### src/rtl/instr_fetch_buffer.sv
// Fetch stage: drives instruction memory over req/ack and queues {PC, Instr} in a small FIFO.
// Define IFETCH_PERF_EN to add the perf_fetched / perf_empty_stall / perf_flushes counters.
module instr_fetch_buffer #(
  parameter int unsigned DEPTH    = 4,
  parameter logic [31:0] RESET_PC = 32'h0
) (
  input  logic        clk,
  input  logic        reset,
  output logic        imem_req,
  output logic [31:0] imem_addr,
  input  logic        imem_ack,
  input  logic [31:0] imem_rdata,
  input  logic        PCSrc,
  input  logic [31:0] branch_target,
  input  logic        instr_ready,
  output logic        instr_valid,
  output logic [31:0] Instr,
  output logic [31:0] PC
`ifdef IFETCH_PERF_EN
  ,
  output logic [31:0] perf_fetched,
  output logic [31:0] perf_empty_stall,
  output logic [15:0] perf_flushes
`endif
);

  localparam int unsigned AW = $clog2(DEPTH);

  typedef enum logic {FETCH, DISCARD} state_t;

  state_t        state;
  logic [31:0]   mem_pc  [DEPTH];
  logic [31:0]   mem_ins [DEPTH];
  logic [AW-1:0] rd_ptr, wr_ptr, rd_nxt, wr_nxt;
  logic [AW:0]   count, cnt_nxt;
  logic [31:0]   tgt_q;
  logic [31:0]   tgt_al;
  logic [31:0]   head_pc, head_ins;
  logic          ack_v, push, pop, req_nxt;

  assign tgt_al = branch_target & 32'hFFFF_FFFC;
  assign ack_v  = imem_ack & imem_req;
  assign pop    = instr_valid & instr_ready & ~PCSrc;
  assign push   = ack_v & ~PCSrc & (state == FETCH);

  always_comb begin
    rd_nxt   = rd_ptr;
    wr_nxt   = wr_ptr;
    cnt_nxt  = count;
    head_pc  = mem_pc[rd_ptr];
    head_ins = mem_ins[rd_ptr];
    if (PCSrc) begin
      rd_nxt  = '0;
      wr_nxt  = '0;
      cnt_nxt = '0;
    end else begin
      if (pop)  rd_nxt = rd_ptr + AW'(1);
      if (push) wr_nxt = wr_ptr + AW'(1);
      cnt_nxt = count + (AW+1)'(push) - (AW+1)'(pop);
      // The registered head must see a word pushed into an otherwise empty FIFO this cycle
      if (push && cnt_nxt == (AW+1)'(1)) begin
        head_pc  = imem_addr;
        head_ins = imem_rdata;
      end else begin
        head_pc  = mem_pc[rd_nxt];
        head_ins = mem_ins[rd_nxt];
      end
    end
    // An issued request stays up until acked; otherwise ask only if the word will fit
    if (imem_req && !ack_v) req_nxt = 1'b1;
    else                    req_nxt = (cnt_nxt < (AW+1)'(DEPTH));
  end

  always_ff @(posedge clk) begin
    if (push) begin
      mem_pc[wr_ptr]  <= imem_addr;
      mem_ins[wr_ptr] <= imem_rdata;
    end
  end

  always_ff @(posedge clk or negedge reset) begin
    if (!reset) begin
      state       <= FETCH;
      imem_req    <= 1'b0;
      imem_addr   <= RESET_PC & 32'hFFFF_FFFC;
      instr_valid <= 1'b0;
      Instr       <= '0;
      PC          <= '0;
      rd_ptr      <= '0;
      wr_ptr      <= '0;
      count       <= '0;
      tgt_q       <= '0;
    end else begin
      imem_req    <= req_nxt;
      rd_ptr      <= rd_nxt;
      wr_ptr      <= wr_nxt;
      count       <= cnt_nxt;
      instr_valid <= (cnt_nxt != '0);
      if (cnt_nxt != '0) begin
        PC    <= head_pc;
        Instr <= head_ins;
      end
      case (state)
        FETCH: begin
          if (PCSrc) begin
            if (imem_req && !ack_v) begin
              tgt_q <= tgt_al;
              state <= DISCARD;
            end else begin
              imem_addr <= tgt_al;
            end
          end else if (ack_v) begin
            imem_addr <= imem_addr + 32'd4;
          end
        end
        DISCARD: begin
          if (ack_v) begin
            imem_addr <= PCSrc ? tgt_al : tgt_q;
            state     <= FETCH;
          end else if (PCSrc) begin
            tgt_q <= tgt_al;
          end
        end
        default: state <= FETCH;
      endcase
    end
  end

`ifdef IFETCH_PERF_EN
  always_ff @(posedge clk or negedge reset) begin
    if (!reset) begin
      perf_fetched     <= '0;
      perf_empty_stall <= '0;
      perf_flushes     <= '0;
    end else begin
      if (push)         perf_fetched     <= perf_fetched + 32'd1;
      if (!instr_valid) perf_empty_stall <= perf_empty_stall + 32'd1;
      if (PCSrc)        perf_flushes     <= perf_flushes + 16'd1;
    end
  end
`endif

endmodule

### config.mk
export PLATFORM = sky130hd
export DESIGN_NAME = instr_fetch_buffer
export DESIGN_NICKNAME = d
export VERILOG_FILES = /design/src/rtl/instr_fetch_buffer.sv
export SDC_FILE = /design/constraint.sdc
export NUM_CORES = 1
export LEC_CHECK = 0
export BUFFER_PORTS_ARGS = -buffer_cell sky130_fd_sc_hd__buf_2
export CAP_MARGIN = 10
export CORE_AREA = 2 2 210 212
export DETAILED_ROUTE_END_ITERATION = 10
export DIE_AREA = 0 0 212 214
export GPL_TIMING_DRIVEN = 0
export PLACE_DENSITY = 0.67
export RECOVER_POWER = 100
export SETUP_SLACK_MARGIN = 0.3
export SYNTH_ARGS = -nofsm -noshare
export SYNTH_HDL_FRONTEND = slang
export SYNTH_SLANG_ARGS = --single-unit
export TNS_END_PERCENT = 20
### constraint.sdc
create_clock -name clk -period 3 [get_ports clk]
set_input_delay 0.6 -clock clk [delete_from_list [all_inputs] [get_ports clk]]
set_output_delay 0.6 -clock clk [all_outputs]
set_load 0.005 [all_outputs]
==> flow_metrics.tcl <==
set metrics [dict create \
    setup_viol 61 \
    drtIter0Drc 1353 \
    ys_dominant_reg_cell "edfxtp_1" \
    dr.pass1.iters 7 \
    ys_warn_count 0 \
    pre_cts_ws_ps -909 \
    worstPathRequired_ps 3430 \
    grt_util_all_layers_pct 26.7 \
    crit_type "flop to flop" \
    p_sw_mw 7.06 \
    layout_setup_ws_ps -150 \
    nets 1878 \
    crit_fanout 15 \
    gp_congestion 0.871 \
    clk_pin_slew_worst_paths_ps 60 \
    p_seq_share_pct 40.0 \
    drc_errors 0 \
    fin_crit_sh_pct 105 \
    min_period_ps 3150 \
    min_path_cells 2 \
    cts_buffers 43 \
    met2_length_um 29000 \
    grt.overflow.total 0 \
    place_inst 2318 \
    final_area_sq_um 24100 \
    ys_seq_area_share_pct 58.0 \
    cts_max_level 2 \
    synth_nets 1642 \
    internal-power_mw 13.3 \
    ios 167 \
    worst_slew_pin_slew_ps 1440 \
    wl_met1_um 25500 \
    max_freq_ghz 0.317 \
    cp.arrival_ps 3580 \
    antenna_found_initial 0 \
    wl_met3_um 4950 \
    instances_no_fill 2420 \
    yosys-top-cells-count "256 x edfxtp_1, 190 x mux2i_1, 155 x nand2_1, 138 x dfrtp_1, 103 x nor2_1" \
    cts_hold_buf 0 \
    vias 15000 \
    cellLeakagePower_nw 9.14 \
    top_layer "met4" \
    area_delta_synth_final_pct 25.3 \
    post-synth-top-count-cell "edfxtp_1" \
    cts_root_buf "clkbuf_16" \
    avgSynthCellArea_sq_um 12.3 \
    startpoint_type "flop" \
    combPwrFrac_pct 33.3 \
    fill_cells 3541 \
    syn_area_sq_um 19200 \
    initial_utilization_pct 44.8 \
    place_hpwl_um 38900 \
    num_antenna_cells 0 \
    fp.dieW_um 212 \
    dpl_cell_area_sq_um 21400 \
    fp-row-count 76 \
    ys_ff_latch 394 \
    synth_top_area_share_pct 40.0 \
    synth.area.top_cells "edfxtp_1 40%, dfrtp_1 18%, mux2i_1 9.9%, and4b_1 3.2%, nand2_1 3.0%" \
    rr_worst_depth 16 \
    status "finished, violations left" \
    wire_per_inst_um 25.2 \
    clock_path_buffers 3 \
    relSlewSlack_pct 4.21 \
    grt_pass1_vias 15500 \
    p_total_mw 20.3 \
    drt_wl_total_um 61100 \
    clk_latency_ps 560 \
    layout-drive-gt1-share_pct 22.6 \
    worst_ir_drop_vdd_mv 0.556 \
    grt_setup_unrepaired "true" \
    cts_sinks 394 \
    synth_cells 1565 \
    async_flop_share_pct 35.0 \
    p_clk_share_pct 26.7 \
    max_cap_viol_count 0 \
    cts_tree "done" \
    finalMaxSlewViolations 0 \
    fp.dieH_um 214 \
    synth-edff-count 256 \
    worst_clock_skew_ps 15.4 \
    yosys.area.top_type "edfxtp_1" \
    drtAntennaViolNets 0 \
    p_per_area_nw_per_um2 846 \
    swShare_pct 34.7 \
    avgViaCountPerCell 6.20 \
    violations "negative setup slack" \
    port_buffers 163 \
    end_kind "flop" \
    worstHoldPathType "input port to flop" \
    grt_pass1_wl_um 92800 \
    core-area_sq_um 42900 \
    die_area_sq_um 45400 \
    yosys.cell_types.count 65 \
    grt_max_degree 89 \
    hold_viol_final 0 \
]
[worst paths after layout]
check / start / end / slack [ps]
setup / recovery: instr_valid$_DFF_PN0_ / PC[16]$_DFFE_PN0P_ / -150
hold / removal: branch_target[30] / tgt_q[30]$_DFFE_PN0P_ / 290
setup reg to reg: instr_valid$_DFF_PN0_ / PC[16]$_DFFE_PN0P_ / -150
hold reg to reg: tgt_q[28]$_DFFE_PN0P_ / tgt_q[28]$_DFFE_PN0P_ / 500
max in group asynchronous: reset / imem_req$_DFF_PN0_ / 440
min in group asynchronous: reset / tgt_q[24]$_DFFE_PN0P_ / 360
[worst max-delay path, cell delays in order, from the launching register on]
cell and delay [ps]:
dfrtp_1 390, buf_8 140, nand3b_4 120, inv_8 50, clkbuf_16 140, ha_4 240, inv_4 50, ha_4 110
inv_2 30, fa_2 340, xor2_2 170, xnor2_2 170, and4_1 250, buf_12 190, clkbuf_16 190, a2111oi_4 310
nor2_1 90
[cell type report]
cell class              instances  area (sq um)  share of cell area (%)
well taps                     585           732                    3.04
plain buffers                 148          1030                    4.30
multi-input cells            1008          8540                    35.5
repair buffers                191          1110                    4.63
inverters                      15          66.3                   0.276
clock inverters                11           156                   0.650
flip-flops and latches        394         11100                    46.3
clock buffers                  68          1280                    5.33
[flip-flops by register name, summed over array words and instances (netlist names)]
name,count
count,3
imem_req,1
rd_ptr,2
PC,32
state,1
imem_addr,32
Instr,32
instr_valid,1
mem_ins,128
mem_pc,128
tgt_q,32
wr_ptr,2
[kinds of logic (layout without fill, tap and decap cells)]
kind of cell / Yosys count / after routing / synth area share [%]
AOI/OAI and AO/OA: 386 / 386 / 14.7
adders and majority gates: 8 / 8 / 0.560
DFF: 394 / 394 / 58.0
xor gates and xnor gates: 4 / 4 / 0.182
buffers and inverters: 163 / 433 / 4.10
muxes: 221 / 221 / 11.7
and+or+nand+nor: 389 / 389 / 10.8
[power groups by stage]
stage	registers (mW)	logic (mW)	clock network (mW)
3_3_place_gp	8.17	5.50	0
2_1_floorplan	7.89	3.53	0
4_1_cts	8.11	6.33	5.48
5_1_grt	8.28	7.28	5.71
3_5_place_dp	8.21	5.63	0
6_report	8.14	6.78	5.42
[per-stage QoR]
stage / TNS [ps] / utilization (%) / hold WS (ps)
finish: -5090 / 56.1 / 288
CTS: -7300 / 55.3 / 1.84
floorplan: -3800 / - / 304
global placement: -572560 / 49.6 / 469
detailed placement: -51620 / 49.9 / 490
global route: -11290 / 56.1 / 285
[placed cells by master (no fill, tap or decap), drive strengths merged, types with 26 or more instances in the layout]
master and count:
a2111oi 62, nand2 155, dfrtp 138, mux2i 190, a211oi 62, a311oi 62, nor2 104, mux2 31
and4b 62, buf 211, o21ai 52, a21oi 26, clkbuf 196, o22ai 65, edfxtp 256
[metal layers]
layer / vias to the layer above / global-route usage [%]
li1: 6636 / -
met1: 7523 / 37.2
met2: 735 / 42.5
met3: 120 / 4.32
met4: 0 / 9.30
met5: - / 0
[what timing repair did]
item,4_1_cts,5_1_grt
pin swaps,26,59
setup buffers,4,11
gates resized for setup,95,45
setup endpoints to repair,66,66
cloned,5,3
No activity file was read; power rests on OpenSTA's default activity.
